[config.mk]
export PLATFORM = sky130hd
export DESIGN_NAME = mips_alu_decode
export DESIGN_NICKNAME = d
export VERILOG_FILES = /design/src/rtl/mips_alu_decode.sv
export SDC_FILE = /design/constraint.sdc
export NUM_CORES = 1
export LEC_CHECK = 0
export CAP_MARGIN = 10
export CORE_AREA = 5 5 111 61
export CTS_BUF_LIST = sky130_fd_sc_hd__clkbuf_8
export DETAILED_ROUTE_END_ITERATION = 12
export DIE_AREA = 0 0 116 66
export HOLD_SLACK_MARGIN = 0.06
export PLACE_DENSITY_LB_ADDON = 0.05
export SLEW_MARGIN = 5
export SYNTH_ARGS = -nofsm -noshare
export SYNTH_HDL_FRONTEND = slang
export SYNTH_SLANG_ARGS = --single-unit
export TNS_END_PERCENT = 5
[constraint.sdc]
create_clock -name CLK -period 1.6 [get_ports CLK]
set_input_delay 0.32 -clock CLK [delete_from_list [all_inputs] [get_ports CLK]]
set_output_delay 0.32 -clock CLK [all_outputs]
set_load 0.005 [all_outputs]
[src/rtl/mips_alu_decode.sv]
// Registered MIPS instruction decoder for the ALU control path.
// One instruction per cycle in over valid/ready; decoded fields leave through a single output register.
module mips_alu_decode (
  input  logic        CLK,
  input  logic        RST,
  input  logic        IN_VALID,
  output logic        IN_READY,
  input  logic [31:0] INSTR,
  output logic        OUT_VALID,
  input  logic        OUT_READY,
  output logic [3:0]  ALUC,
  output logic        SHIFT,
  output logic        ALUIMM,
  output logic [4:0]  SHAMT,
  output logic [31:0] IMM32,
  output logic        SEXT,
  output logic [4:0]  DEST,
  output logic        WREG,
  output logic        ILLEGAL,
  output logic [7:0]  ILL_CNT
);

  localparam logic [5:0] OP_RTYPE = 6'b000000;
  localparam logic [5:0] OP_ADDI  = 6'b001000;
  localparam logic [5:0] OP_ANDI  = 6'b001100;
  localparam logic [5:0] OP_ORI   = 6'b001101;
  localparam logic [5:0] OP_XORI  = 6'b001110;
  localparam logic [5:0] OP_LUI   = 6'b001111;
  localparam logic [5:0] OP_LW    = 6'b100011;
  localparam logic [5:0] OP_SW    = 6'b101011;
  localparam logic [5:0] OP_BEQ   = 6'b000100;
  localparam logic [5:0] OP_BNE   = 6'b000101;

  localparam logic [5:0] FN_ADD = 6'b100000;
  localparam logic [5:0] FN_SUB = 6'b100010;
  localparam logic [5:0] FN_AND = 6'b100100;
  localparam logic [5:0] FN_OR  = 6'b100101;
  localparam logic [5:0] FN_XOR = 6'b100110;
  localparam logic [5:0] FN_SLL = 6'b000000;
  localparam logic [5:0] FN_SRL = 6'b000010;
  localparam logic [5:0] FN_SRA = 6'b000011;

  localparam logic [3:0] ALUC_ADD = 4'b0000;
  localparam logic [3:0] ALUC_SUB = 4'b0100;
  localparam logic [3:0] ALUC_AND = 4'b0001;
  localparam logic [3:0] ALUC_OR  = 4'b0101;
  localparam logic [3:0] ALUC_XOR = 4'b0010;
  localparam logic [3:0] ALUC_LUI = 4'b0110;
  localparam logic [3:0] ALUC_SLL = 4'b0011;
  localparam logic [3:0] ALUC_SRL = 4'b0111;
  localparam logic [3:0] ALUC_SRA = 4'b1111;

  typedef struct packed {
    logic [3:0]  aluc;
    logic        shift;
    logic        aluimm;
    logic        sext;
    logic        wreg;
    logic        illegal;
    logic [4:0]  shamt;
    logic [4:0]  dest;
    logic [31:0] imm32;
  } dec_t;

  logic [5:0] op;
  logic [5:0] funct;
  logic       unused_rs;
  dec_t       dec;
  dec_t       dec_d, dec_q;
  logic       out_valid_d, out_valid_q;
  logic [7:0] ill_cnt_d, ill_cnt_q;
  logic       xfer;

  assign op        = INSTR[31:26];
  assign funct     = INSTR[5:0];
  assign unused_rs = ^INSTR[25:21];

  always_comb begin
    // NOTE: every field gets a default before the case so no path leaves one unassigned (no latch).
    dec         = '0;
    dec.shamt   = INSTR[10:6];
    dec.dest    = INSTR[20:16];
    case (op)
      OP_RTYPE: begin
        dec.dest = INSTR[15:11];
        dec.wreg = 1'b1;
        case (funct)
          FN_ADD:  dec.aluc = ALUC_ADD;
          FN_SUB:  dec.aluc = ALUC_SUB;
          FN_AND:  dec.aluc = ALUC_AND;
          FN_OR:   dec.aluc = ALUC_OR;
          FN_XOR:  dec.aluc = ALUC_XOR;
          FN_SLL:  begin dec.aluc = ALUC_SLL; dec.shift = 1'b1; end
          FN_SRL:  begin dec.aluc = ALUC_SRL; dec.shift = 1'b1; end
          FN_SRA:  begin dec.aluc = ALUC_SRA; dec.shift = 1'b1; end
          default: begin dec.wreg = 1'b0; dec.illegal = 1'b1; end
        endcase
      end
      OP_ADDI, OP_LW: begin
        dec.aluc = ALUC_ADD; dec.aluimm = 1'b1; dec.sext = 1'b1; dec.wreg = 1'b1;
      end
      OP_SW: begin
        dec.aluc = ALUC_ADD; dec.aluimm = 1'b1; dec.sext = 1'b1;
      end
      OP_ANDI: begin dec.aluc = ALUC_AND; dec.aluimm = 1'b1; dec.wreg = 1'b1; end
      OP_ORI:  begin dec.aluc = ALUC_OR;  dec.aluimm = 1'b1; dec.wreg = 1'b1; end
      OP_XORI: begin dec.aluc = ALUC_XOR; dec.aluimm = 1'b1; dec.wreg = 1'b1; end
      OP_LUI:  begin dec.aluc = ALUC_LUI; dec.aluimm = 1'b1; dec.wreg = 1'b1; end
      OP_BEQ, OP_BNE: dec.aluc = ALUC_SUB;
      default: dec.illegal = 1'b1;
    endcase
    dec.imm32 = dec.sext ? {{16{INSTR[15]}}, INSTR[15:0]} : {16'h0000, INSTR[15:0]};
  end

  // The output register may be overwritten in the same cycle it is drained.
  assign IN_READY = !out_valid_q || OUT_READY;
  assign xfer     = IN_VALID && IN_READY;

  always_comb begin
    dec_d       = dec_q;
    out_valid_d = out_valid_q;
    ill_cnt_d   = ill_cnt_q;
    if (xfer) begin
      dec_d       = dec;
      out_valid_d = 1'b1;
      if (dec.illegal && ill_cnt_q != 8'hFF)
        ill_cnt_d = ill_cnt_q + 8'd1;
    end else if (OUT_READY) begin
      out_valid_d = 1'b0;
    end
  end

  // NOTE: state updates use non-blocking assignments so all flops sample pre-edge values.
  always_ff @(posedge CLK or posedge RST) begin
    if (RST) begin
      dec_q       <= '0;
      out_valid_q <= 1'b0;
      ill_cnt_q   <= 8'h00;
    end else begin
      dec_q       <= dec_d;
      out_valid_q <= out_valid_d;
      ill_cnt_q   <= ill_cnt_d;
    end
  end

  assign OUT_VALID = out_valid_q;
  assign ALUC      = dec_q.aluc;
  assign SHIFT     = dec_q.shift;
  assign ALUIMM    = dec_q.aluimm;
  assign SEXT      = dec_q.sext;
  assign WREG      = dec_q.wreg;
  assign ILLEGAL   = dec_q.illegal;
  assign SHAMT     = dec_q.shamt;
  assign DEST      = dec_q.dest;
  assign IMM32     = dec_q.imm32;
  assign ILL_CNT   = ill_cnt_q;

endmodule

==> out/qor.txt, run 1 <==
Dpl hpwl = 4390 microns
Core Footprint = 5760 sq um
RSZ-0062 raised after global routing = yes
Cell taking the most area after synthesis = dfrtp_1
Max Cap Viol = 0
Crit path kind = in -> reg
CP required = 1.78 ns
Worst-path cell chain = clkdlybuf4s15_1, inv_2, o32a_4, a211oi_4, nand3_2, mux2_4
Area Overhead vs Synth = 59.5%
Element type at the critical path start = input port
CTS tree = done
Slowest library cell on the worst path = o32a_4
Post-Route WL = 5760 microns
Setup ws final = -0.00658 ns
WP data arrival = 1.79 ns
Dominant cells by area after synthesis = dfrtp_1, buf_4, mux2_2
Share of layout cells above drive strength 1 = 27.5%
Largest net degree at the start of global routing = 41
Asr flop ratio synth = 100%
Top-level I/O count = 97
Drc violations = 0
Syn_area_per_cell = 10.5 sq um
Number of nets in the layout = 342
Number of global-route vias before repair = 1808
Final Cell Area = 3310 sq um
Sequential area share after synthesis = 48.3%
Status = finished with violations
Tcrit/Tclk final = 100%
R2r worst-path depth = 5
Antenna cells = 0
Final Max Tran Viols = 0
Die Span Y = 66 microns
Overflow after GRT = 0
First-pass GRT wire length = 9320 microns
Num Clock Sinks = 40
CP delay by family, top = compound AO/OA/AOI/OAI gates
Total GRT Usage = 15.6%
Max stage delay on crit path = 0.39 ns
Final Power = 3.14 mW
YS warnings = 0
Cell Area, Placed = 3170 sq um
Root buffer selected by CTS = clkbuf_8
Worst Path Buf+Inv = 2
Pwr Density = 948 nW/um^2
R2R Setup Slk = 0.11 ns
Synth top cells by count = dfrtp_1, nand2_1, buf_4
1st-iter DRT viols = 90
Initial antenna violation count = 0
Clock Latency Late Sink = 0.29 ns
Headroom to the max-slew limit = 79.2%
Antenna Violating Nets Remaining = 0
Fmax achieved = 622 MHz
Hold WC Path Type = in -> async
Routed vias = 1823
H-Tree Depth = 2
Die area = 7660 sq um
End of the critical path = ILL_CNT[1]
Reg area = 1000 sq um
CP max FO = 5
Dominant synthesized flop cell = dfrtp_1
Reg-to-reg critical path endpoint = ILL_CNT[1]
CP Launch Point = INSTR[0]
RR Startpoint = OUT_VALID
Die width = 116 microns
Worst-case clock buffer depth = 2
Max VDD drop = 0.000350 V
Cells after Synth = 198
Port Buffer Count = 91
Fill cell count = 549
Worst-path clk slew = 0.09 ns
DR pass1 iterations = 4
Yosys reg bits = 40
Final Critical Period = 1.61 ns
Cell Rows = 20
Clock Skew = 0.00771 ns
Violated checks = setup timing
Multi-input logic area = 933 sq um
Yosys top cell area share = 48.3%
Unique cell type count in the Yosys netlist = 42
GP Congestion = 0.815
Routed vias/inst = 4.76
Critical path depth = 6
Worst slew pin tran = 0.311 ns
Routed len/inst = 15.0 microns
Hold Fails Final Rpt = 0
Leakage = 1.62 nW
CTS buffer count = 5
Most instantiated library cell after synthesis = dfrtp_1
Setup violators final = 1
CTS Hold Buffers Added = 0
Initial core utilization = 36.0%
CP endpoint kind = flop
Syn Nets = 235
Mapped Area = 2070 sq um
Post-synth EDFFs = 0
==> where the power goes <==
group / switching [mW] / leakage (nW) / total [mW] / internal, mW
Clock: 0.381 / 0.0548 / 0.851 / 0.470
Sequential: 0.123 / 0.498 / 1.29 / 1.17
Combinational: 0.368 / 1.06 / 0.993 / 0.625
==> worst reg2reg max path, stage by stage, from the launching register on <==
cell and delay [ns]:
dfrtp_1 0.42, nand2b_4 0.10, nand2_4 0.07, a211oi_4 0.33, nand3_2 0.16, mux2_4 0.31
==> how the worst min path moves through the flow <==
stage / start / slack [ns] / to
after global placement: ALUIMM / 0.47 / ALUIMM
after global routing: RST / 0.39 / IMM32[14]
after CTS: RST / 0.38 / IMM32[13]
final: RST / 0.37 / ILLEGAL
after detailed placement: ALUIMM / 0.47 / ALUIMM
after floorplan: IN_VALID / 0.43 / OUT_VALID
==> state kept, by name (all words and copies together) (netlist names) <==
signal     count
ALUC           4
ALUIMM         1
DEST           5
ILLEGAL        1
ILL_CNT        8
IMM32         13
OUT_VALID      1
SEXT           1
SHAMT          4
SHIFT          1
WREG           1
==> what timing repair did <==
action / 4_1_cts / 5_1_grt
setup endpoints to repair: 36 / 25
pin swaps: 5 / 4
setup buffers: 0 / 1
gates resized for setup: 47 / 26
==> routing by layer <==
layer,vias up,global-route usage [%],part of all wire [%]
met5,-,0,0
met4,0,2.60,0.47
met3,2,4.57,6.5
met2,68,20.6,37
met1,854,24.8,56
li1,899,-,-
==> logic make-up (layout without fill, tap and decap cells) <==
kind of cell,count (synthesis),count (layout),synth area share (%)
flip-flops,40,40,48.3
XOR/XNOR,5,5,2.11
buffers and inverters,32,140,9.83
multiplexers,19,19,10.2
AO/OA/AOI/OAI,40,40,13.3
adder cells (fa/ha/maj),1,1,0.603
AND/OR/NAND/NOR,61,61,15.7
==> per-stage QoR <==
stage	setup WS [ns]	utilization [%]	TNS, ns	hold slack [ns]	instances
after floorplan	-0.128	-	-0.471	0.428	198
after global placement	-0.631	55.0	-12.61	0.465	374
after detailed placement	-0.642	55.0	-12.96	0.470	374
after CTS	-0.0353	56.9	-0.0666	0.379	382
after global routing	-0.0299	57.5	-0.0611	0.390	383
final	-0.00658	57.5	-0.00658	0.366	383
==> cell type report <==
| type | count | area share (%) |
|---|---|---|
| inverters | 6 | 0.681 |
| well taps | 77 | 2.91 |
| clock buffers | 5 | 2.08 |
| flip-flops and latches | 40 | 30.3 |
| clock inverters | 3 | 1.40 |
| multi-input cells | 126 | 28.2 |
| repair buffers | 126 | 34.4 |
==> cells in the final DEF (no fill, tap or decap), types with 4 or more instances in the layout <==
master	netlist	routed
clkdlybuf4s50_1	0	54
dfrtp_1	40	39
buf_4	20	34
dlygate4sd2_1	0	21
nand2_1	21	20
o21ai_0	19	18
mux2_2	12	12
nand3_1	7	7
nor2_1	9	6
nand4_1	6	6
dlymetal6s2s_1	0	6
mux2i_1	5	5
clkbuf_8	0	5
clkbuf_2	0	5
inv_1	5	4
xnor2_1	5	4
a21oi_1	4	4
Power figures use the tool's default switching activity.
==> run 2, diff against run 1 <==
CORE_AREA = 5 5 115 63   (was 5 5 111 61)
DIE_AREA = 0 0 120 68   (was 0 0 116 66)
==> run 2 against run 1 <==
Against the previous run:
- the run now ends clean
- critical path type unchanged
- wire length decreased by 0.83%
- sequential share of layout area decreased by 1.0 points
- clock power decreased by 4.1%
- combinational power about the same
- critical endpoint is now ILL_CNT[7]
- count of clock-buffer cells in the layout unchanged
- global-route usage decreased by 1.6 points
- highest routed layer unchanged
- worst hold slack got worse by 0.0012 ns
==> out/qor.txt, run 2 (synthesis results as in run 1) <==
Routed vias/inst = 4.58 (-3.8%)
Worst slew pin tran = 0.330 ns (+0.0187 ns)
Overflow after GRT = 0 (unchanged)
Root buffer selected by CTS = clkbuf_8
Switching Fraction = 26.8% (-1.0 points)
Clock Skew = 0.00328 ns (-0.00443 ns)
Max Cap Viol = 0 (unchanged)
Num Clock Sinks = 40 (unchanged)
Element type at the critical path start = input port
CTS Hold Buffers Added = 0 (unchanged)
End of the critical path = ILL_CNT[7]
DR pass1 iterations = 4 (unchanged)
Hold Fails Final Rpt = 0 (unchanged)
Setup ws final = 0.0265 ns (+0.0331 ns)
Core Footprint = 6280 sq um (+9.1%)
Dpl hpwl = 4350 microns (-0.99%)
Leakage = 1.64 nW (+1.8%)
Clock share of power = 26.1% (-1.0 points)
Antenna cells = 0 (unchanged)
Antenna Violating Nets Remaining = 0 (unchanged)
Multi-input logic area = 928 sq um (-0.54%)
Crit path kind = in -> reg
Number of nets in the layout = 353 (+3.2%)
Final Hold Slack = 0.364 ns (-0.00123 ns)
CTS tree = done
R2r worst-path depth = 5 (unchanged)
Die Span Y = 68 microns (+3.0%)
Critical path depth = 6 (unchanged)
H-Tree Depth = 2 (unchanged)
CTS buffer count = 5 (unchanged)
Sequential cell fraction of total power = 41.4% (+0.2 points)
Tcrit/Tclk final = 98.3% (-2.1 points)
CP required = 1.78 ns (about the same)
First-pass GRT wire length = 9070 microns (-2.7%)
Die area = 8160 sq um (+6.6%)
Worst Path Buf+Inv = 1 (-1)
Initial antenna violation count = 0 (unchanged)
Setup violators final = 0 (-1)
Max stage delay on crit path = 0.55 ns (+0.16 ns)
Gate power share = 32.5% (+0.9 points)
CP max FO = 6 (+1)
Reg-to-reg critical path endpoint = ILL_CNT[7]
Status = finished clean
CP delay by family, top = simple AND/OR/NAND/NOR gates
NetSw = 837 uW (-4.1%)
Final Power = 3.12 mW (-0.48%)
CP endpoint kind = flop
Final Max Tran Viols = 0 (unchanged)
R2R Setup Slk = 0.13 ns (+0.02 ns)
Port Buffer Count = 91 (unchanged)
Hold WC Path Type = in -> async
Initial core utilization = 33.0% (-3.0 points)
Max VDD drop = 0.000487 V (+39%)
Slowest library cell on the worst path = or4b_4
Fill cell count = 580 (+5.6%)
Dpl cells = 386 (+3.2%)
Number of global-route vias before repair = 1764 (-2.4%)
Setup TNS = 0 ns (+0.00658 ns)
Routed len/inst = 14.4 microns (-4.3%)
Top-level I/O count = 97 (unchanged)
Post-Route WL = 5710 microns (-0.83%)
Layout Cells excl Fill = 397 (+3.7%)
Cell Rows = 21 (+5.0%)
Routed vias = 1817 (-0.33%)
Reg area = 1000 sq um (unchanged)
Headroom to the max-slew limit = 77.8% (-1.4 points)
Area Overhead vs Synth = 65.0%
RSZ-0062 raised after global routing = yes
Total GRT Usage = 14.0% (-1.6 points)
WP data arrival = 1.75 ns (-0.04 ns)
Worst-case clock buffer depth = 2 (unchanged)
RR Startpoint = ILL_CNT[2]
Worst-path clk slew = 0.08 ns (about the same)
Pre-CTS setup slack = -0.622 ns (+0.0196 ns)
Most common cell after layout, fill and taps aside = clkdlybuf4s50_1
Fmax achieved = 636 MHz (+2.1%)
Share of layout cells above drive strength 1 = 29.7% (+2.2 points)
Pwr Density = 913 nW/um^2 (-3.8%)
1st-iter DRT viols = 60 (-33%)
Largest net degree at the start of global routing = 41 (unchanged)
GP Congestion = 0.754 (-7.5%)
Final Critical Period = 1.57 ns (-0.0331 ns)
Internal = 2.29 mW (+0.91%)
Die width = 120 microns (+3.4%)
Drc violations = 0 (unchanged)
CP Launch Point = INSTR[31]
Clock Latency Late Sink = 0.29 ns (about the same)
Worst-path cell chain = clkdlybuf4s15_2, or4b_4, nor2_2, o21bai_4, nand3_1, mux2_4
Most frequent cells in the layout = clkdlybuf4s50_1, buf_4, dfrtp_1
Max reg flops = 13 (unchanged)
[run 2: cell types whose count changed in the layout (fill, tap and decap cells not counted), sizes merged]
cell / delta
buf: +12
inv: -1
clkdlybuf4s15: -2
dlymetal6s2s: -1
clkdlybuf4s50: +3
clkbuf: -1
clkinv: +1
[run 2: layout make-up]
cell class,count,area share (%)
Sequential cell,40,29.3
Clock buffer,5,2.01
Tap cell,80,2.93
Multi-Input combinational cell,126,27.1
Inverter,6,0.658
Clock inverter,3,1.24
Timing Repair Buffer,137,36.7
[run 2: how the worst min path moves through the flow]
stage / startpoint / end / slack [ns] / cells after the start
floorplan: IN_VALID / OUT_VALID / 0.43 / 1
global placement: DEST[0] / DEST[0] / 0.46 / 2
detailed placement: ALUIMM / ALUIMM / 0.47 / 1
CTS: RST / SHAMT[2] / 0.38 / 3
global route: RST / SHAMT[2] / 0.38 / 3
finish: RST / SHAMT[2] / 0.36 / 3
[run 2: worst reg2reg max path, stage by stage (launching register included)]
cell and delay, ns:
dfrtp_1 0.42, nand3_1 0.19, nor2_1 0.17, and3_1 0.17, nand3_1 0.09, mux2_4 0.31
[run 2: per-stage QoR]
step	cell area, sq um	util, %
after global routing	3420	54.5
after CTS	3360	53.5
after global placement	3250	51.8
final	3420	54.5
after detailed placement	3250	51.8
after floorplan	2080	-
[run 2: power by group through the flow]
| stage | Combinational [mW] | Clock [mW] | Sequential [mW] |
|---|---|---|---|
| floorplan | 0.351 | 0 | 1.33 |
| global placement | 1.02 | 0 | 1.31 |
| detailed placement | 1.02 | 0 | 1.31 |
| CTS | 1.01 | 0.844 | 1.29 |
| global route | 1.10 | 0.899 | 1.32 |
| finish | 1.01 | 0.816 | 1.29 |
[run 2: routing by layer]
| layer | wire length (microns) | track usage (%) | share of wire [%] |
|---|---|---|---|
| met4 | 33 | 2.57 | 0.58 |
| met3 | 368 | 4.46 | 6.4 |
| met2 | 2250 | 19.5 | 39 |
| met1 | 3060 | 21.1 | 54 |
| met5 | 0 | 0 | 0 |
[run 2: timing repair]
item / CTS / global route
resized for setup: 50 / 26
hold endpoints to repair: 0 / 0
pin swaps: 8 / 6
endpoints found under the setup margin: 41 / 20
buffers inserted: 0 / 3
==> run 3, diff against run 2 <==
GPL_TIMING_DRIVEN = 0   (was not set)
==> run 3 against run 2 <==
Against the previous run:
- the flow now finishes with violations (setup timing)
- cell count shrank 2.5%
- critical path depth stayed put
- die area unchanged
- via count rose by 1.1%
- worst setup slack worse by 0.038 ns
- wire length increased by 6.3%
- clock power is 11% higher
- cell area fell by 2.6%
- clock skew increased by 0.0027 ns
- sequential share of layout area up 0.89 points
- first-iteration DRC count rose by 35%
- register-to-register slack got worse by 0.07 ns
- critical endpoint is now ILL_CNT[1]
- highest routed layer unchanged
==> out/qor.txt, run 3 (synthesis results as in run 1) <==
Status = finished with violations
Violated checks = setup timing
Drc violations = 0 (unchanged)
Max Cap Viol = 0 (unchanged)
Largest net degree at the start of global routing = 32 (-22%)
Routed vias/inst = 4.75 (+3.7%)
Clock Skew = 0.00600 ns (+0.00273 ns)
Fmax achieved = 620 MHz (-2.4%)
Final Critical Period = 1.61 ns (+0.0385 ns)
Final Max Tran Viols = 0 (unchanged)
Num Clock Sinks = 40 (unchanged)
Worst-path clk slew = 0.08 ns (about the same)
Reg-to-reg critical path endpoint = ILL_CNT[1]
Crit path kind = in -> reg
Post-Route WL = 6070 microns (+6.3%)
CP max FO = 9 (+3)
R2r worst-path depth = 5 (unchanged)
GP Congestion = 0.744 (-1.4%)
Tcrit/Tclk final = 101% (+2.4 points)
Core Footprint = 6280 sq um (unchanged)
Initial antenna violation count = 0 (unchanged)
Final Cell Area = 3330 sq um (-2.6%)
Number of global-route vias before repair = 1798 (+1.9%)
Top-level I/O count = 97 (unchanged)
Share of layout cells above drive strength 1 = 36.5% (+6.8 points)
Dpl hpwl = 4550 microns (+4.5%)
Hold WC Path Type = in -> async
1st-iter DRT viols = 81 (+35%)
CP endpoint kind = flop
WP data arrival = 1.79 ns (+0.04 ns)
Antenna cells = 0 (unchanged)
Initial core utilization = 33.0% (unchanged)
Internal = 2.33 mW (+2.0%)
Pwr Density = 951 nW/um^2 (+4.2%)
Number of nets in the layout = 343 (-2.8%)
CTS Hold Buffers Added = 0 (unchanged)
Sequential cell fraction of total power = 41.5% (about the same)
NetSw = 838 uW (about the same)
DR pass1 iterations = 4 (unchanged)
Area Overhead vs Synth = 60.7%
Die Span Y = 68 microns (unchanged)
Die area = 8160 sq um (unchanged)
Gate power share = 29.9% (-2.6 points)
H-Tree Depth = 2 (unchanged)
RSZ-0062 raised after global routing = yes
Cell Rows = 21 (unchanged)
Routed len/inst = 15.7 microns (+9.1%)
Total GRT Usage = 15.3% (+1.3 points)
Max reg flops = 13 (unchanged)
Max VDD drop = 0.000398 V (-18%)
Port Buffer Count = 89 (-2.2%)
Die width = 120 microns (unchanged)
Root buffer selected by CTS = clkbuf_8
Setup ws final = -0.0120 ns (-0.0385 ns)
Worst-case clock buffer depth = 2 (unchanged)
Antenna Violating Nets Remaining = 0 (unchanged)
Clock Latency Late Sink = 0.29 ns (about the same)
Overflow after GRT = 0 (unchanged)
Leakage = 1.54 nW (-6.3%)
CTS buffer count = 5 (unchanged)
Switching Fraction = 26.4% (-0.37 points)
Headroom to the max-slew limit = 67.6% (-10 points)
First-pass GRT wire length = 9670 microns (+6.7%)
Clock share of power = 28.6% (+2.5 points)
RR Startpoint = OUT_VALID
Worst slew pin tran = 0.486 ns (+0.156 ns)
Cell Area, Placed = 3090 sq um (-5.0%)
R2R Setup Slk = 0.06 ns (-0.07 ns)
Routed vias = 1837 (+1.1%)
CTS tree = done
Hold Fails Final Rpt = 0 (unchanged)
Element type at the critical path start = input port
Final Util = 53.1% (-1.4 points)
Setup violators final = 2 (+2)
Most frequent cells in the layout = buf_4, clkdlybuf4s50_1, dfrtp_1
CP required = 1.78 ns (about the same)
==> run 3: cell types whose count changed in the layout (fill, tap and decap cells not counted), moves of 3 or more <==
| cell | change |
|---|---|
| buf_4 | +10 |
| dfrtp_2 | +3 |
| clkdlybuf4s50_1 | -5 |
| dlygate4sd2_1 | -15 |
| clkbuf_1 | +3 |
| dfrtp_1 | -3 |
==> run 3: layer usage <==
metal | global-route usage (%) | share of wire [%] | vias up | wire length, microns
met2 | 20.8 | 39 | 80 | 2360
met1 | 23.2 | 53 | 853 | 3220
met4 | 3.85 | 0.76 | 0 | 46
li1 | - | - | 899 | -
met3 | 4.54 | 7.4 | 5 | 450
met5 | 0 | 0 | - | 0
==> run 3: repair_timing <==
action	4_1_cts	5_1_grt
setup buffers	9	2
setup endpoints to repair	55	16
pin swaps	4	4
hold endpoints to repair	0	0
resized for setup	71	18
==> run 3: power groups by stage <==
stage                     Sequential [mW]  Clock [mW]  Combinational, mW
after floorplan                      1.33           0              0.351
after global placement               1.33           0              0.902
after CTS                            1.32       0.933              0.948
after detailed placement             1.33           0              0.920
final                                1.31       0.906              0.949
after global routing                 1.34       0.990               1.03
==> run 3: how the worst max path moves through the flow <==
stage / from / endpoint / slack, ns
2_1_floorplan: INSTR[5] / ILL_CNT[1] / -0.13
3_3_place_gp: INSTR[0] / ILL_CNT[7] / -0.82
3_5_place_dp: OUT_READY / ILL_CNT[1] / -0.80
4_1_cts: INSTR[26] / ILL_CNT[1] / 0.0004
5_1_grt: ILL_CNT[0] / ILL_CNT[1] / -0.04
6_report: INSTR[26] / ILL_CNT[1] / -0.01
==> run 3: area by class of cell <==
| cell class | count | area [sq um] |
|---|---|---|
| plain buffers | 26 | 186 |
| clock buffers | 7 | 96.3 |
| clock inverters | 1 | 30.0 |
| fillers | 609 | 2950 |
| inverters | 6 | 22.5 |
| multi-input cells | 126 | 961 |
| flip-flops and latches | 40 | 1010 |
| well taps | 80 | 100 |
| repair buffers | 101 | 931 |
==> run 3: per-stage QoR <==
step	setup WS (ns)	setup TNS (ns)	hold slack, ns	cells	power (mW)
CTS	0.000416	0	0.266	385	3.20
floorplan	-0.128	-0.471	0.428	198	1.68
global route	-0.0400	-0.0977	0.271	387	3.36
global placement	-0.816	-45.92	0.464	367	2.24
finish	-0.0120	-0.0126	0.263	387	3.17
detailed placement	-0.803	-23.13	0.472	368	2.25
==> run 3: critical path: stages <==
cell and delay, ns:
clkdlybuf4s15_2 0.23, or4b_4 0.57, nor2_4 0.12, o21bai_4 0.13
nand3_2 0.12, mux2_4 0.30
